### config.mk
export PLATFORM = sky130hd
export DESIGN_NAME = alu_issue_flat
export DESIGN_NICKNAME = d
export VERILOG_FILES = /design/src/rtl/alu_issue_if.sv /design/src/rtl/alu_issue.sv /design/src/flat_wrapper.sv
export SDC_FILE = /design/constraint.sdc
export NUM_CORES = 1
export LEC_CHECK = 0
export CAP_MARGIN = 15
export CORE_ASPECT_RATIO = 1.1
export CORE_UTILIZATION = 30
export DETAILED_ROUTE_END_ITERATION = 12
export SLEW_MARGIN = 20
export SYNTH_ARGS = -nofsm -noshare
export SYNTH_HDL_FRONTEND = slang
export SYNTH_SLANG_ARGS = --single-unit
### constraint.sdc
create_clock -name clk_i -period 5.7 [get_ports clk_i]
set_input_delay 0.57 -clock clk_i [delete_from_list [all_inputs] [get_ports clk_i]]
set_output_delay 0.57 -clock clk_i [all_outputs]
set_load 0.005 [all_outputs]
### src/rtl/alu_issue_if.sv
// alu_issue_if -- bundles the request, ALU and result handshake signals of
// alu_issue into one bus.
//   slave  : view used by alu_issue (takes requests and ALU response, drives
//            ALU operands and the captured result)
//   master : the opposite view, for the decode stage / ALU / consumer side
// Signal names match the original flat port list of alu_issue.
interface alu_issue_if #(
  parameter int CNT_W = 16
);
  // request from decode
  logic             valid_i;
  logic             ready_o;
  logic [2:0]       aluop_i;
  logic [5:0]       funct_i;
  logic [31:0]      src1_i;
  logic [31:0]      src2_i;
  // ALU drive and response
  logic [31:0]      alu_src1_o;
  logic [31:0]      alu_src2_o;
  logic [3:0]       alu_ctrl_o;
  logic [31:0]      alu_result_i;
  logic             alu_zero_i;
  // result hand-off
  logic             valid_o;
  logic             ready_i;
  logic [31:0]      result_o;
  logic             zero_o;
  logic             illegal_o;
  logic [CNT_W-1:0] op_count_o;

  modport slave (
    input  valid_i, aluop_i, funct_i, src1_i, src2_i,
    input  alu_result_i, alu_zero_i, ready_i,
    output ready_o, alu_src1_o, alu_src2_o, alu_ctrl_o,
    output valid_o, result_o, zero_o, illegal_o, op_count_o
  );

  modport master (
    output valid_i, aluop_i, funct_i, src1_i, src2_i,
    output alu_result_i, alu_zero_i, ready_i,
    input  ready_o, alu_src1_o, alu_src2_o, alu_ctrl_o,
    input  valid_o, result_o, zero_o, illegal_o, op_count_o
  );
endinterface

### src/rtl/alu_issue.sv
// alu_issue -- single-slot issue stage in front of a combinational ALU.
// Accepts one request, decodes ALUOp/funct into an ALU control code, drives
// the ALU for one cycle, captures its response and holds it until the
// consumer takes it. Counts completed hand-offs.
//   clk_i  : clock, rising edge
//   rst_i  : asynchronous active-high reset
//   bus    : alu_issue_if.slave (request, ALU drive/response, result, count)
module alu_issue #(
  parameter int CNT_W = 16
) (
  input  logic        clk_i,
  input  logic        rst_i,
  alu_issue_if.slave  bus
);

  localparam logic [1:0] IDLE = 2'd0;
  localparam logic [1:0] EXEC = 2'd1;
  localparam logic [1:0] DONE = 2'd2;

  localparam logic [3:0] CTRL_ILLEGAL = 4'b1111;

  logic [1:0]       state_q;
  logic [31:0]      src1_q;
  logic [31:0]      src2_q;
  logic [3:0]       ctrl_q;
  logic             ill_q;
  logic [31:0]      result_q;
  logic             zero_q;
  logic             ill_res_q;
  logic [CNT_W-1:0] cnt_q;

  logic [3:0]       dec_ctrl;
  logic             dec_ill;
  logic             ready;
  logic             handoff;
  logic             accept;

  // ALUOp / funct decode; anything unlisted maps to the illegal code
  always_comb begin
    dec_ctrl = CTRL_ILLEGAL;
    dec_ill  = 1'b1;
    case (bus.aluop_i)
      3'b000: begin dec_ctrl = 4'b0010; dec_ill = 1'b0; end
      3'b001: begin dec_ctrl = 4'b0110; dec_ill = 1'b0; end
      3'b011: begin dec_ctrl = 4'b0111; dec_ill = 1'b0; end
      3'b100: begin dec_ctrl = 4'b0001; dec_ill = 1'b0; end
      3'b010: begin
        case (bus.funct_i)
          6'b100000: begin dec_ctrl = 4'b0010; dec_ill = 1'b0; end
          6'b100010: begin dec_ctrl = 4'b0110; dec_ill = 1'b0; end
          6'b100100: begin dec_ctrl = 4'b0000; dec_ill = 1'b0; end
          6'b100101: begin dec_ctrl = 4'b0001; dec_ill = 1'b0; end
          6'b101010: begin dec_ctrl = 4'b0111; dec_ill = 1'b0; end
          6'b100111: begin dec_ctrl = 4'b1100; dec_ill = 1'b0; end
          default:   begin dec_ctrl = CTRL_ILLEGAL; dec_ill = 1'b1; end
        endcase
      end
      default: begin dec_ctrl = CTRL_ILLEGAL; dec_ill = 1'b1; end
    endcase
  end

  // In DONE the slot frees up in the same cycle the consumer takes the result,
  // so a new request can be accepted alongside the hand-off.
  assign handoff = (state_q == DONE) && bus.ready_i;
  assign ready   = (state_q == IDLE) || handoff;
  assign accept  = bus.valid_i && ready;

  always_ff @(posedge clk_i or posedge rst_i) begin
    if (rst_i) begin
      state_q   <= IDLE;
      src1_q    <= '0;
      src2_q    <= '0;
      ctrl_q    <= CTRL_ILLEGAL;
      ill_q     <= 1'b0;
      result_q  <= '0;
      zero_q    <= 1'b0;
      ill_res_q <= 1'b0;
      cnt_q     <= '0;
    end else begin
      if (handoff) begin
        cnt_q <= cnt_q + CNT_W'(1);
      end

      if (accept) begin
        src1_q <= bus.src1_i;
        src2_q <= bus.src2_i;
        ctrl_q <= dec_ctrl;
        ill_q  <= dec_ill;
      end

      case (state_q)
        IDLE: begin
          if (accept) state_q <= EXEC;
        end
        EXEC: begin
          result_q  <= bus.alu_result_i;
          zero_q    <= bus.alu_zero_i;
          ill_res_q <= ill_q;
          state_q   <= DONE;
        end
        DONE: begin
          if (handoff) state_q <= bus.valid_i ? EXEC : IDLE;
        end
        default: state_q <= IDLE;
      endcase
    end
  end

  assign bus.ready_o    = ready;
  assign bus.alu_src1_o = (state_q == EXEC) ? src1_q : '0;
  assign bus.alu_src2_o = (state_q == EXEC) ? src2_q : '0;
  assign bus.alu_ctrl_o = (state_q == EXEC) ? ctrl_q : CTRL_ILLEGAL;
  assign bus.valid_o    = (state_q == DONE);
  assign bus.result_o   = result_q;
  assign bus.zero_o     = zero_q;
  assign bus.illegal_o  = (state_q == DONE) && ill_res_q;
  assign bus.op_count_o = cnt_q;

endmodule

### src/flat_wrapper.sv
// flat-port wrapper written by rule: the top's interface ports become plain ports
module alu_issue_flat 
#(
  parameter int CNT_W = 16
)
  (clk_i, rst_i, bus_valid_i, bus_aluop_i, bus_funct_i, bus_src1_i, bus_src2_i, bus_alu_result_i, bus_alu_zero_i, bus_ready_i, bus_ready_o, bus_alu_src1_o, bus_alu_src2_o, bus_alu_ctrl_o, bus_valid_o, bus_result_o, bus_zero_o, bus_illegal_o, bus_op_count_o);
  alu_issue_if #(.CNT_W(CNT_W)) bus_i ();
  input  logic clk_i;
  input  logic rst_i;
  input wire logic [$bits(bus_i.valid_i)-1:0] bus_valid_i;
  input wire logic [$bits(bus_i.aluop_i)-1:0] bus_aluop_i;
  input wire logic [$bits(bus_i.funct_i)-1:0] bus_funct_i;
  input wire logic [$bits(bus_i.src1_i)-1:0] bus_src1_i;
  input wire logic [$bits(bus_i.src2_i)-1:0] bus_src2_i;
  input wire logic [$bits(bus_i.alu_result_i)-1:0] bus_alu_result_i;
  input wire logic [$bits(bus_i.alu_zero_i)-1:0] bus_alu_zero_i;
  input wire logic [$bits(bus_i.ready_i)-1:0] bus_ready_i;
  output wire logic [$bits(bus_i.ready_o)-1:0] bus_ready_o;
  output wire logic [$bits(bus_i.alu_src1_o)-1:0] bus_alu_src1_o;
  output wire logic [$bits(bus_i.alu_src2_o)-1:0] bus_alu_src2_o;
  output wire logic [$bits(bus_i.alu_ctrl_o)-1:0] bus_alu_ctrl_o;
  output wire logic [$bits(bus_i.valid_o)-1:0] bus_valid_o;
  output wire logic [$bits(bus_i.result_o)-1:0] bus_result_o;
  output wire logic [$bits(bus_i.zero_o)-1:0] bus_zero_o;
  output wire logic [$bits(bus_i.illegal_o)-1:0] bus_illegal_o;
  output wire logic [$bits(bus_i.op_count_o)-1:0] bus_op_count_o;
  assign bus_i.valid_i = bus_valid_i;
  assign bus_i.aluop_i = bus_aluop_i;
  assign bus_i.funct_i = bus_funct_i;
  assign bus_i.src1_i = bus_src1_i;
  assign bus_i.src2_i = bus_src2_i;
  assign bus_i.alu_result_i = bus_alu_result_i;
  assign bus_i.alu_zero_i = bus_alu_zero_i;
  assign bus_i.ready_i = bus_ready_i;
  assign bus_ready_o = bus_i.ready_o;
  assign bus_alu_src1_o = bus_i.alu_src1_o;
  assign bus_alu_src2_o = bus_i.alu_src2_o;
  assign bus_alu_ctrl_o = bus_i.alu_ctrl_o;
  assign bus_valid_o = bus_i.valid_o;
  assign bus_result_o = bus_i.result_o;
  assign bus_zero_o = bus_i.zero_o;
  assign bus_illegal_o = bus_i.illegal_o;
  assign bus_op_count_o = bus_i.op_count_o;
  alu_issue #(.CNT_W(CNT_W)) u_core (.clk_i(clk_i), .rst_i(rst_i), .bus(bus_i));
endmodule
; Word-level counts from Yosys, hierarchy flattened
; Cells that the tools add are included.
[word_totals]
ff_bits = 121
input_bits = 110
output_inout_bits = 120
elab_cells = 44
[op_classes]
add_sub_neg = 1
n_eq_ne = 14
n_mux = 11
n_reduce_logical = 9
[op_table]
columns = operator, count
row1 = 32-bit 2-to-1 mux, 2
row2 = "6-bit equality test, second input constant", 6
row3 = 4-bit one-hot mux with 6 select lines, 1
row4 = 4-bit one-hot mux with 5 select lines, 1
row5 = "16-bit by 1-bit adder with 16-bit output, second input constant", 1
row6 = "3-bit by 2-bit equality test with 1-bit output, second input constant", 2
row7 = 2-bit one-hot mux with 3 select lines, 1
row8 = 6-bit OR reduction, 1
row9 = 2-bit 2-to-1 mux, 2
row10 = 4-bit 2-to-1 mux, 1
row11 = "2-bit by 1-bit != test with 1-bit output, second input constant", 2
row12 = 4-bit OR reduction, 1
row13 = "3-bit by 1-bit equality test with 1-bit output, second input constant", 1
row14 = "3-bit equality test, second input constant", 1
row15 = 1-bit logical AND, 3
row16 = 3-bit zero test, 1
row17 = "2-bit by 1-bit equality test with 1-bit output, second input constant", 1
row18 = "2-bit equality test, second input constant", 1
row19 = 2-bit zero test, 1
row20 = 1-bit 2-to-1 mux, 2
row21 = 1-bit one-hot mux with 2 select lines, 1
row22 = 2-bit AND reduction, 1
row23 = 1-bit logical OR, 1

; Longest topological paths before layout
; Gate-level depths: netlist (run 1).
[depth]
depth_word = 6
ltp_mapped = 6
depth_no_buf = 5

; Worst setup path before layout (run 1)
; Ideal clock, no wire load.
[synth_path]
path_type = register -> output
from = register u_core.state_q[1]
to = output port bus_alu_src1_o[0]
t_arrival_ns = 1.133
required_time_ns = 5.130
slack_ns = 3.997
stages_incl_launch_ff = 5
n_path_buf = 2
path_cell_list = dfrtp_1 > and2b_1 > buf_2 > clkbuf_1 > and2_1
[synth_between]
elab_chain_cells = 2
[synth_rtl]
columns = element, line
row1 = "start, declared", alu_issue.sv:22  ; logic [1:0] state_q;
row2 = "start signal, assigned", alu_issue.sv:102  ; if (handoff) state_q <= bus.valid_i ? EXEC : IDLE;
row3 = 2-bit by 1-bit equality test with 1-bit output, alu_issue.sv:110  ; assign bus.alu_src1_o = (state_q == EXEC) ? src1_q : '0;
row4 = 32-bit 2-to-1 mux, alu_issue.sv:110
row5 = "end, declared", flat_wrapper.sv:19  ; output wire logic [$bits(bus_i.alu_src1_o)-1:0] bus_alu_src1_o;
; No other way between the ends.

; Worst setup path after layout (run 1)
; Ends and elaborated chain as after synthesis.

==> metrics.txt, run 1 <==
# TYPE chip_impl_metric gauge
chip_impl_info{name="cts_tree",value="built"} 1
chip_impl_metric{name="place_inst",unit=""} 844
chip_impl_metric{name="setup_viol",unit=""} 0
chip_impl_metric{name="synth.lib_cells_used.distinct",unit=""} 38
chip_impl_metric{name="n_antenna_cell",unit=""} 0
chip_impl_metric{name="post_synthesis_share_of_cell_area_spent_on_full_adders_half_adders_and_majority_gates",unit="%"} 0.237
chip_impl_metric{name="synth_mux_area_share",unit="%"} 21.5
chip_impl_info{name="min_delay_worst_endpoint",value="u_core.bus.op_count_o[15]$_DFFE_PP0P_"} 1
chip_impl_info{name="ys_dominant_reg_cell",value="sky130_fd_sc_hd__dfrtp_1"} 1
chip_impl_metric{name="max_cap_violations",unit=""} 0
chip_impl_metric{name="gr-usage-all-layers",unit="%"} 14.6
chip_impl_metric{name="postRouteWirelength",unit="um"} 12700
chip_impl_info{name="timing.rr.start",value="u_core.state_q[1]$_DFFE_PP0P_"} 1
chip_impl_metric{name="layout_min_cycle_time",unit="ns"} 3.06
chip_impl_metric{name="global_route_congestion_overflow_total",unit=""} 0
chip_impl_metric{name="initial_utilization",unit="%"} 30.9
chip_impl_metric{name="finalNetCount",unit=""} 740
chip_impl_metric{name="worst_slew_margin_rel",unit="%"} 44.2
chip_impl_metric{name="static-leakage-power",unit="nW"} 3.46
chip_impl_metric{name="synth_xor_area_share",unit="%"} 2.49
chip_impl_info{name="critPathLaunchType",value="flip-flop"} 1
chip_impl_metric{name="worst_hold_path.num_cells",unit=""} 1
chip_impl_metric{name="fp.dieW",unit="um"} 128
chip_impl_metric{name="grt_max_degree",unit=""} 68
chip_impl_metric{name="cts-resized-gates",unit=""} 0
chip_impl_metric{name="drt-vias-per-instance",unit=""} 4.32
chip_impl_metric{name="chipHeight",unit="um"} 141
chip_impl_metric{name="clock-sinks",unit=""} 121
chip_impl_metric{name="post-route-period-util",unit="%"} 53.7
chip_impl_metric{name="netlist_area",unit="mm^2"} 0.00527
chip_impl_metric{name="drive_gt1_share",unit="%"} 16.0
chip_impl_info{name="hp-start",value="u_core.bus.op_count_o[15]$_DFFE_PP0P_"} 1
chip_impl_metric{name="placement_rows",unit=""} 50
chip_impl_metric{name="placedInstanceArea",unit="mm^2"} 0.00778
chip_impl_info{name="clockRootBuffer",value="sky130_fd_sc_hd__clkbuf_16"} 1
chip_impl_metric{name="power_per_cell_area",unit="mW/mm^2"} 381
chip_impl_metric{name="synthesis.nets",unit=""} 508
chip_impl_metric{name="synth_async_sr_flop_share",unit="%"} 100
chip_impl_metric{name="cts.reportedPaths.clkPinSlew",unit="ns"} 0.06
chip_impl_metric{name="syn_area_per_cell",unit="um^2"} 13.3
chip_impl_metric{name="htree_levels",unit=""} 4
chip_impl_metric{name="avgRoutedWirePerCell",unit="um"} 14.5
chip_impl_metric{name="drc",unit=""} 0
chip_impl_metric{name="clock_latency",unit="ns"} 0.41
chip_impl_metric{name="required",unit="ns"} 5.13
chip_impl_metric{name="postSynthRegisterBits",unit=""} 121
chip_impl_metric{name="design_area",unit="mm^2"} 0.00840
chip_impl_metric{name="instances_no_fill",unit=""} 876
chip_impl_metric{name="vdd_ir_drop_max",unit="uV"} 169
chip_impl_metric{name="number_of_global_route_vias_before_repair",unit=""} 4008
chip_impl_metric{name="clockBufferDepth",unit=""} 2
chip_impl_info{name="outcome",value="finished, final reports clean"} 1
chip_impl_metric{name="compound_gate_fraction_of_synth_area",unit="%"} 1.80
chip_impl_info{name="grt_setup_unrepaired",value="no"} 1
chip_impl_info{name="endpoint_of_the_worst_slack_reg_to_reg_timing_path",value="u_core.bus.result_o[9]$_DFFE_PP0N_"} 1
chip_impl_metric{name="vias",unit=""} 3787
chip_impl_metric{name="numPortBuffers",unit=""} 229
chip_impl_metric{name="hold_ws",unit="ns"} 0.463
chip_impl_metric{name="grt_pass1_wl",unit="um"} 20400
chip_impl_metric{name="detailedPlacementHpwl",unit="um"} 9030
chip_impl_metric{name="fillers",unit=""} 1538
chip_impl_metric{name="fin_setup_tns",unit="ns"} 0
chip_impl_metric{name="drt_iter0_drc",unit=""} 117
chip_impl_metric{name="critical_path_peak_fanout",unit=""} 55
chip_impl_metric{name="worst_slew_pin_slew",unit="ns"} 0.837
chip_impl_metric{name="synth_sequential_area_ratio",unit="%"} 57.5
chip_impl_metric{name="number_of_cts_inserted_buffers",unit=""} 17
chip_impl_metric{name="finalClockSkew",unit="ns"} 0.00757
chip_impl_metric{name="ff2ff_setup_slack",unit="ns"} 3.83
chip_impl_info{name="worst-setup-path-type",value="reg2out"} 1
chip_impl_metric{name="critPathArrivalTime",unit="ns"} 2.49
chip_impl_info{name="layout_commonest_cell",value="sky130_fd_sc_hd__clkdlybuf4s50_1"} 1
chip_impl_metric{name="maxSlewViolCount",unit=""} 0
chip_impl_metric{name="worst-r2r-cell-count",unit=""} 3
chip_impl_metric{name="gpl.final_weighted_congestion",unit=""} 0.738
chip_impl_metric{name="total_die_area",unit="mm^2"} 0.0181
chip_impl_info{name="layout.cells.most_common_list",value="sky130_fd_sc_hd__clkdlybuf4s50_1 (229), sky130_fd_sc_hd__dfrtp_1 (117), sky130_fd_sc_hd__and2_1 (66)"} 1
chip_impl_metric{name="synth_warnings",unit=""} 0
chip_impl_metric{name="cts.hold.buffers_added",unit=""} 0
chip_impl_metric{name="synth-simple-area-share",unit="%"} 13.2
chip_impl_metric{name="synthCells",unit=""} 397
chip_impl_metric{name="antenna_found_initial",unit=""} 0
chip_impl_metric{name="dr.pass1.iters",unit=""} 4
chip_impl_metric{name="cts_setup_buffers",unit=""} 0
chip_impl_metric{name="fmax",unit="GHz"} 0.327
chip_impl_metric{name="antenna_left",unit=""} 0
chip_impl_metric{name="placeableCoreArea",unit="mm^2"} 0.0171
chip_impl_metric{name="number_of_enable_flip_flop_cells_after_synthesis",unit=""} 0
chip_impl_metric{name="layout-area-overhead-vs-synth",unit="%"} 59.3
chip_impl_info{name="critPathCaptureType",value="primary output"} 1
chip_impl_info{name="synth_top_family_by_area",value="multiplexers"} 1
chip_impl_metric{name="ioPinCount",unit=""} 230
chip_impl_info{name="min_path_type",value="reg2reg"} 1
chip_impl_metric{name="timing.final.hold_violations",unit=""} 0
-- cell type report --
type                       count  area [um^2]  share of cell area, %
sequential                   121         3030                   36.1
timing repair buffer         233         2330                   27.8
multi-input combinational    246         2080                   24.7
clock buffer                  19          453                   5.39
tap                          234          293                   3.49
clock inverter                13          168                   2.00
inverter                      10         40.0                  0.477
-- stage by stage --
stage	worst slack (ns)	power [W]	utilization, %
finish	2.64	0.00320	49.2
global route	2.48	0.00338	49.2
CTS	2.57	0.00325	49.2
detailed placement	3.00	0.00212	45.5
global placement	2.91	0.00209	45.4
floorplan	1.92	0.00159	-
-- routing by layer --
metal	GRT usage [%]	routed length [um]	vias to the layer above
met5	0	0	-
met4	6.13	164	0
met3	4.59	881	10
met2	24.6	6360	132
met1	17.2	5300	1838
li1	-	-	1807
-- kinds of logic (layout without fill, tap and decap cells) --
group                      count (synthesis)  count (layout)
DFF                                      121             121
and+or+nand+nor                          114             114
AOI/OAI and AO/OA                         15              15
adders and majority gates                  1               1
muxes                                    101             101
xor gates and xnor gates                  15              15
buffers and inverters                     30             275
-- worst max-delay path, cell delays in order (launching register included) --
cell and delay (ns):
sky130_fd_sc_hd__dfrtp_1 0.39, sky130_fd_sc_hd__and2b_4 0.67, sky130_fd_sc_hd__buf_12 0.29, sky130_fd_sc_hd__and2_1 0.16, sky130_fd_sc_hd__clkdlybuf4s50_1 0.53
-- power by group --
part           total, W  switching [W]  internal [W]
Clock           0.00111       0.000398      0.000714
Sequential      0.00122       0.000120       0.00110
Combinational  0.000862       0.000277      0.000585
Total           0.00320       0.000796       0.00240
-- sequential cells by signal, indices dropped and copies added (netlist names), 2 cells and up --
signal / flops
u_core.src1_q: 32
u_core.src2_q: 32
u_core.bus.op_count_o: 16
u_core.state_q: 2
u_core.bus.result_o: 32
u_core.ctrl_q: 4
-- cell usage after synthesis, drive strengths merged, types with 2 or more instances --
cell      n  area [um^2]
o21ai     4         20.0
inv      10         37.5
nand3     4         20.0
nor2      8         30.0
nor2b     4         27.5
nand4     4         31.3
nand2b    4         25.0
xor2      7         61.3
mux2     98         1100
nand2    11         41.3
and4      4         35.0
a21o      2         15.0
o211ai    2         15.0
and3      3         18.8
a21oi     3         15.0
a31oi     2         12.5
mux2i     3         30.0
xnor2     8         70.1
dfstp     4          105
buf      13          106
nor3      2         15.0
and2     66          413
clkbuf    7         26.3
dfrtp   117         2930
-- how the worst max path moves through the flow --
stage | startpoint | endpoint | cells past startpoint | slack [ns]
after floorplan | rst_i | u_core.bus.op_count_o[0]$_DFFE_PP0P_ | 1 | 1.92
after global placement | u_core.state_q[1]$_DFFE_PP0P_ | bus_alu_src1_o[9] | 3 | 2.91
after detailed placement | u_core.state_q[1]$_DFFE_PP0P_ | bus_alu_src1_o[0] | 4 | 3.00
after CTS | u_core.state_q[1]$_DFFE_PP0P_ | bus_alu_src1_o[0] | 4 | 2.57
after global routing | u_core.state_q[1]$_DFFE_PP0P_ | bus_alu_src1_o[0] | 4 | 2.48
final | u_core.state_q[1]$_DFFE_PP0P_ | bus_alu_src1_o[0] | 4 | 2.64
Note: power is estimated with default switching activity, not from simulation.
==> run 2: changes to the inputs <==
clock period = 2.9 ns   (was 5.7 ns; I/O delays follow)
==> run 2 against run 1 <==
  * Total power is 97% higher
  * First-iteration DRC count is 6.8% lower
  * Cell area is 0.24% higher
  * Global-route usage is 0.16 points higher
  * Combinational power is 98% higher
  * Clock power is 95% higher
  * Worst hold slack worse by 0.059 ns
  * Sequential share of layout area is 0.086 points lower
  * Final cell count stayed put
  * Clock skew hardly changed
  * Largest cell class unchanged
==> metrics.txt, run 2 (synthesis gave the netlist of run 1 again) <==
# TYPE chip_impl_metric gauge
chip_impl_metric{name="critical_path_peak_fanout",unit=""} 48
chip_impl_metric{name="layout_min_cycle_time",unit="ns"} 2.47
chip_impl_metric{name="ff2ff_setup_slack",unit="ns"} 1.20
chip_impl_info{name="layout.cells.most_common_list",value="sky130_fd_sc_hd__clkdlybuf4s50_1 (229), sky130_fd_sc_hd__dfrtp_1 (117), sky130_fd_sc_hd__and2_1 (66)"} 1
chip_impl_metric{name="drt_iter0_drc",unit=""} 109
chip_impl_metric{name="total_power",unit="W"} 0.00629
chip_impl_metric{name="placeableCoreArea",unit="mm^2"} 0.0171
chip_impl_info{name="endpoint_of_the_worst_slack_reg_to_reg_timing_path",value="u_core.src1_q[10]$_DFFE_PP0P_"} 1
chip_impl_info{name="grt_setup_unrepaired",value="no"} 1
chip_impl_metric{name="placement_rows",unit=""} 50
chip_impl_metric{name="fp.dieW",unit="um"} 128
chip_impl_metric{name="cts.reportedPaths.clkPinSlew",unit="ns"} 0.06
chip_impl_metric{name="n_antenna_cell",unit=""} 0
chip_impl_metric{name="detailedPlace.worstSlack",unit="ns"} 0.823
chip_impl_metric{name="initial_utilization",unit="%"} 30.9
chip_impl_metric{name="worst_slew_margin_rel",unit="%"} 56.6
chip_impl_metric{name="max_cap_violations",unit=""} 0
chip_impl_metric{name="drt-vias-per-instance",unit=""} 4.36
chip_impl_info{name="timing.rr.start",value="u_core.state_q[1]$_DFFE_PP0P_"} 1
chip_impl_metric{name="buf_inv_on_cp",unit=""} 2
chip_impl_metric{name="htree_levels",unit=""} 4
chip_impl_metric{name="finalNetCount",unit=""} 740
chip_impl_metric{name="vias",unit=""} 3816
chip_impl_metric{name="number_of_global_route_vias_before_repair",unit=""} 3937
chip_impl_metric{name="finalClockSkew",unit="ns"} 0.00767
chip_impl_metric{name="critPathMaxStageDelay",unit="ns"} 0.51
chip_impl_metric{name="total_die_area",unit="mm^2"} 0.0181
chip_impl_metric{name="worst_slew_pin_slew",unit="ns"} 0.651
chip_impl_metric{name="cts_setup_buffers",unit=""} 0
chip_impl_metric{name="antenna_found_initial",unit=""} 0
chip_impl_metric{name="setup_viol",unit=""} 0
chip_impl_info{name="crit_path_cell_trace",value="and2b_2, buf_4, and2_1, clkdlybuf4s50_1"} 1
chip_impl_metric{name="worst-r2r-cell-count",unit=""} 4
chip_impl_info{name="critPathCaptureType",value="primary output"} 1
chip_impl_metric{name="timing.final.hold_violations",unit=""} 0
chip_impl_metric{name="avgRoutedWirePerCell",unit="um"} 14.6
chip_impl_metric{name="clock_latency",unit="ns"} 0.41
chip_impl_metric{name="clockBufferDepth",unit=""} 2
chip_impl_metric{name="numPortBuffers",unit=""} 229
chip_impl_info{name="cpLargestDelayFamily",value="buffers and inverters"} 1
chip_impl_metric{name="post-route-period-util",unit="%"} 85.1
chip_impl_info{name="critical-path-slowest-cell",value="sky130_fd_sc_hd__clkdlybuf4s50_1"} 1
chip_impl_metric{name="required",unit="ns"} 2.61
chip_impl_info{name="cts_tree",value="built"} 1
chip_impl_metric{name="fmax",unit="GHz"} 0.405
chip_impl_info{name="clockRootBuffer",value="sky130_fd_sc_hd__clkbuf_16"} 1
chip_impl_metric{name="power_per_cell_area",unit="mW/mm^2"} 747
chip_impl_metric{name="fin_setup_tns",unit="ns"} 0
chip_impl_metric{name="setup_slack",unit="ns"} 0.433
chip_impl_metric{name="drive_gt1_share",unit="%"} 15.9
chip_impl_metric{name="critPathArrivalTime",unit="ns"} 2.18
chip_impl_info{name="layout_commonest_cell",value="sky130_fd_sc_hd__clkdlybuf4s50_1"} 1
chip_impl_metric{name="cts.hold.buffers_added",unit=""} 0
chip_impl_metric{name="drc",unit=""} 0
chip_impl_info{name="outcome",value="finished, final reports clean"} 1
chip_impl_metric{name="gpl.final_weighted_congestion",unit=""} 0.747
chip_impl_metric{name="layout-area-overhead-vs-synth",unit="%"} 59.7
chip_impl_metric{name="gr-usage-all-layers",unit="%"} 14.8
chip_impl_metric{name="clock-sinks",unit=""} 121
chip_impl_metric{name="grt_pass1_wl",unit="um"} 20500
chip_impl_metric{name="number_of_cts_inserted_buffers",unit=""} 17
chip_impl_metric{name="chipHeight",unit="um"} 141
chip_impl_metric{name="dr.pass1.iters",unit=""} 4
chip_impl_metric{name="grt_max_degree",unit=""} 122
chip_impl_metric{name="vdd_ir_drop_max",unit="uV"} 357
chip_impl_metric{name="antenna_left",unit=""} 0
chip_impl_metric{name="detailedPlacementHpwl",unit="um"} 8900
chip_impl_metric{name="ioPinCount",unit=""} 230
chip_impl_metric{name="postRouteWirelength",unit="um"} 12800
chip_impl_metric{name="global_route_congestion_overflow_total",unit=""} 0
chip_impl_metric{name="maxSlewViolCount",unit=""} 0
chip_impl_metric{name="static-leakage-power",unit="nW"} 3.47
chip_impl_metric{name="cts-resized-gates",unit=""} 0
chip_impl_info{name="min_path_type",value="in2async"} 1
chip_impl_metric{name="fillers",unit=""} 1535
chip_impl_info{name="critPathLaunchType",value="flip-flop"} 1
chip_impl_info{name="worst-setup-path-type",value="reg2out"} 1
## run 2: cell count changes in the layout (fill, tap and decap cells not counted), sizes merged
cell / previous run / this run
clkbuf: 19 / 21
clkinvlp: 5 / 4
clkinv: 3 / 5
inv: 12 / 9
## run 2: worst max path at each step
stage | startpoint | end | slack [ns] | depth (start not counted)
global placement | u_core.state_q[1]$_DFFE_PP0P_ | bus_alu_src2_o[21] | 0.87 | 4
finish | u_core.state_q[1]$_DFFE_PP0P_ | bus_alu_src2_o[27] | 0.43 | 4
CTS | u_core.state_q[1]$_DFFE_PP0P_ | bus_alu_src2_o[30] | 0.38 | 4
global route | u_core.state_q[0]$_DFFE_PP0P_ | bus_alu_src2_o[30] | 0.28 | 4
detailed placement | bus_ready_i | u_core.src1_q[10]$_DFFE_PP0P_ | 0.82 | 5
floorplan | rst_i | u_core.bus.op_count_o[0]$_DFFE_PP0P_ | 1.13 | 1
## run 2: power by group
group          internal [W]  switching [W]  total [W]
Combinational       0.00115       0.000551    0.00171
Sequential          0.00217       0.000239    0.00241
Clock               0.00142       0.000758    0.00217
Total               0.00474        0.00155    0.00629
## run 2: layer usage
metal / up-vias / track usage (%) / part of all wire (%)
li1: 1815 / - / -
met1: 1837 / 17.0 / 42
met2: 147 / 24.4 / 49
met3: 17 / 5.81 / 7.9
met4: 0 / 6.25 / 1.9
met5: - / 0 / 0
## run 2: cell type report
cell class                      instances  area (um^2)  area share (%)
Tap cell                              234          293            3.48
Inverter                               10         41.3           0.491
Timing Repair Buffer                  233         2360            28.0
Clock inverter                         11          145            1.72
Sequential cell                       121         3030            36.0
Clock buffer                           21          470            5.59
Multi-Input combinational cell        246         2070            24.6
## run 2: metrics by stage
step / cell area, um^2 / instances / hold slack (ns) / utilization [%]
after global placement: 7800 / 844 / 0.459 / 45.7
final: 8420 / 876 / 0.404 / 49.3
after floorplan: 5270 / 397 / 0.421 / -
after detailed placement: 7800 / 844 / 0.466 / 45.7
after CTS: 8420 / 876 / 0.450 / 49.3
after global routing: 8420 / 876 / 0.462 / 49.3
## run 2: worst reg2reg max path, stage by stage, from the launching register on
cell	delay (ns)
sky130_fd_sc_hd__dfrtp_1	0.39
sky130_fd_sc_hd__nor2b_2	0.18
sky130_fd_sc_hd__nor3b_4	0.22
sky130_fd_sc_hd__buf_12	0.38
sky130_fd_sc_hd__mux2_1	0.41
==> run 3: changes to the inputs <==
clock period = 3.2 ns   (was 2.9 ns; I/O delays follow)
==> run 3 against run 2 <==
  * Count of clock-buffer cells in the layout shrank 3
  * Clock skew increased by 0.0040 ns
  * Largest power group unchanged
  * Largest cell class unchanged
  * Final cell count grew 0.11%
  * Register-to-register slack better by 0.23 ns
  * Core utilization is 0.059 points lower
==> metrics.txt, run 3 (synthesis gave the netlist of run 1 again) <==
# TYPE chip_impl_metric gauge
chip_impl_metric{name="layout-area-overhead-vs-synth",unit="%"} 59.5
chip_impl_metric{name="number_of_cts_inserted_buffers",unit=""} 17
chip_impl_metric{name="drt-vias-per-instance",unit=""} 4.42
chip_impl_info{name="layout_commonest_cell",value="sky130_fd_sc_hd__clkdlybuf4s50_1"} 1
chip_impl_metric{name="clock_latency",unit="ns"} 0.41
chip_impl_info{name="grt_setup_unrepaired",value="no"} 1
chip_impl_info{name="cts_tree",value="built"} 1
chip_impl_metric{name="required",unit="ns"} 2.88
chip_impl_info{name="worst_setup_path_startpoint",value="u_core.state_q[1]$_DFFE_PP0P_"} 1
chip_impl_info{name="endpoint_of_the_worst_slack_reg_to_reg_timing_path",value="u_core.src1_q[3]$_DFFE_PP0P_"} 1
chip_impl_metric{name="antenna_found_initial",unit=""} 0
chip_impl_metric{name="chipHeight",unit="um"} 141
chip_impl_metric{name="drc",unit=""} 0
chip_impl_info{name="worst-setup-path-type",value="reg2out"} 1
chip_impl_metric{name="setup_slack",unit="ns"} 0.575
chip_impl_metric{name="postRouteWirelength",unit="um"} 12700
chip_impl_metric{name="static-leakage-power",unit="nW"} 3.47
chip_impl_metric{name="total_die_area",unit="mm^2"} 0.0181
chip_impl_metric{name="initial_utilization",unit="%"} 30.9
chip_impl_metric{name="clock-sinks",unit=""} 121
chip_impl_metric{name="drt_iter0_drc",unit=""} 198
chip_impl_metric{name="worst-r2r-cell-count",unit=""} 4
chip_impl_metric{name="finalClockSkew",unit="ns"} 0.0116
chip_impl_info{name="critPathLaunchType",value="flip-flop"} 1
chip_impl_metric{name="finalNetCount",unit=""} 741
chip_impl_metric{name="cts-resized-gates",unit=""} 0
chip_impl_metric{name="critPathArrivalTime",unit="ns"} 2.31
chip_impl_metric{name="cts.reportedPaths.clkPinSlew",unit="ns"} 0.06
chip_impl_metric{name="max_cap_violations",unit=""} 0
chip_impl_metric{name="design_area",unit="mm^2"} 0.00841
chip_impl_metric{name="buf_inv_on_cp",unit=""} 2
chip_impl_metric{name="fmax",unit="GHz"} 0.381
chip_impl_metric{name="cts.hold.buffers_added",unit=""} 0
chip_impl_metric{name="placement_rows",unit=""} 50
chip_impl_metric{name="vias",unit=""} 3875
chip_impl_metric{name="final_util",unit="%"} 49.2
chip_impl_metric{name="gr-usage-all-layers",unit="%"} 14.9
chip_impl_metric{name="drive_gt1_share",unit="%"} 16.2
chip_impl_metric{name="detailedPlace.worstSlack",unit="ns"} 0.959
chip_impl_info{name="min_path_type",value="in2async"} 1
chip_impl_metric{name="grt_max_degree",unit=""} 122
chip_impl_metric{name="fin_setup_tns",unit="ns"} 0
chip_impl_metric{name="dr.pass1.iters",unit=""} 4
chip_impl_metric{name="n_antenna_cell",unit=""} 0
chip_impl_info{name="outcome",value="finished, final reports clean"} 1
chip_impl_metric{name="number_of_global_route_vias_before_repair",unit=""} 4156
chip_impl_metric{name="detailedPlacementHpwl",unit="um"} 8930
chip_impl_metric{name="setup_viol",unit=""} 0
chip_impl_metric{name="hold_ws",unit="ns"} 0.449
chip_impl_info{name="crit_path_cell_trace",value="and2b_2, buf_4, and2_1, clkdlybuf4s50_1"} 1
chip_impl_metric{name="worst_slew_pin_slew",unit="ns"} 0.678
chip_impl_info{name="critical-path-slowest-cell",value="sky130_fd_sc_hd__clkdlybuf4s50_1"} 1
chip_impl_metric{name="numPortBuffers",unit=""} 229
chip_impl_metric{name="critical_path_peak_fanout",unit=""} 30
chip_impl_metric{name="ioPinCount",unit=""} 230
chip_impl_metric{name="clockBufferDepth",unit=""} 2
chip_impl_info{name="clockRootBuffer",value="sky130_fd_sc_hd__clkbuf_16"} 1
chip_impl_metric{name="post-route-period-util",unit="%"} 82.0
chip_impl_metric{name="gpl.final_weighted_congestion",unit=""} 0.736
chip_impl_info{name="timing.rr.start",value="u_core.state_q[1]$_DFFE_PP0P_"} 1
chip_impl_metric{name="grt_pass1_wl",unit="um"} 20800
chip_impl_metric{name="htree_levels",unit=""} 4
chip_impl_metric{name="fp.dieW",unit="um"} 128
chip_impl_metric{name="power_per_cell_area",unit="mW/mm^2"} 676
chip_impl_metric{name="avgRoutedWirePerCell",unit="um"} 14.5
chip_impl_metric{name="worst_slew_margin_rel",unit="%"} 54.8
chip_impl_metric{name="vdd_ir_drop_max",unit="uV"} 307
chip_impl_metric{name="critPathMaxStageDelay",unit="ns"} 0.49
chip_impl_info{name="cpLargestDelayFamily",value="buffers and inverters"} 1
chip_impl_metric{name="layout_min_cycle_time",unit="ns"} 2.63
chip_impl_metric{name="cts_setup_buffers",unit=""} 0
chip_impl_metric{name="ff2ff_setup_slack",unit="ns"} 1.43
chip_impl_info{name="layout.cells.most_common_list",value="sky130_fd_sc_hd__clkdlybuf4s50_1 (229), sky130_fd_sc_hd__dfrtp_1 (117), sky130_fd_sc_hd__and2_1 (66)"} 1
chip_impl_metric{name="global_route_congestion_overflow_total",unit=""} 0
chip_impl_metric{name="placedInstanceArea",unit="mm^2"} 0.00780
chip_impl_info{name="critPathCaptureType",value="primary output"} 1
chip_impl_metric{name="maxSlewViolCount",unit=""} 0
chip_impl_metric{name="timing.final.hold_violations",unit=""} 0
chip_impl_metric{name="antenna_left",unit=""} 0
chip_impl_metric{name="placeableCoreArea",unit="mm^2"} 0.0171
chip_impl_info{name="critPathCapture",value="bus_alu_src1_o[1]"} 1
chip_impl_metric{name="crit_cells",unit=""} 4
run 3: cell types whose count changed in the layout (fill, tap and decap cells not counted):
cell,change
sky130_fd_sc_hd__clkinv_4,+1
sky130_fd_sc_hd__clkbuf_1,-1
sky130_fd_sc_hd__buf_4,+2
sky130_fd_sc_hd__clkbuf_8,-2
sky130_fd_sc_hd__buf_12,-1
sky130_fd_sc_hd__inv_6,+2
run 3: how the worst min path moves through the flow:
stage          slack [ns]                             to                     startpoint
2_1_floorplan        0.45  u_core.src1_q[10]$_DFFE_PP0P_  u_core.src1_q[10]$_DFFE_PP0P_
3_3_place_gp         0.46   u_core.src1_q[8]$_DFFE_PP0P_   u_core.src1_q[8]$_DFFE_PP0P_
3_5_place_dp         0.47  u_core.src1_q[28]$_DFFE_PP0P_  u_core.src1_q[28]$_DFFE_PP0P_
4_1_cts              0.48  u_core.src2_q[15]$_DFFE_PP0P_  u_core.src2_q[15]$_DFFE_PP0P_
5_1_grt              0.49  u_core.src1_q[24]$_DFFE_PP0P_                 bus_src1_i[24]
6_report             0.45  u_core.src2_q[10]$_DFFE_PP0P_                          rst_i
run 3: per-layer routing:
| layer | track usage (%) | part of all wire, % |
|---|---|---|
| met1 | 17.9 | 42 |
| met2 | 24.0 | 48 |
| met3 | 5.05 | 7.6 |
| met4 | 6.75 | 2.1 |
| met5 | 0 | 0 |
run 3: worst register-to-register path: stages, from the launching register on:
cell	delay, ns
sky130_fd_sc_hd__dfrtp_1	0.39
sky130_fd_sc_hd__nor2b_2	0.18
sky130_fd_sc_hd__nor3b_4	0.18
sky130_fd_sc_hd__buf_4	0.48
sky130_fd_sc_hd__mux2_2	0.44
run 3: area by class of cell:
type / count / area [um^2]
clock buffer: 18 / 439
clock inverter: 14 / 171
fill: 1499 / 8670
inverter: 10 / 41.3
multi-input combinational: 246 / 2070
sequential: 121 / 3030
tap: 234 / 293
timing repair buffer: 234 / 2350
run 3: report_power, final:
part	total [W]	switching [W]	internal, W
registers	0.00218	0.000215	0.00197
logic	0.00154	0.000499	0.00104
clock network	0.00196	0.000713	0.00125
run 3: through the flow:
stage,power (W),instances
floorplan,0.00284,397
global placement,0.00373,845
detailed placement,0.00378,845
CTS,0.00579,877
global route,0.00602,877
finish,0.00569,877
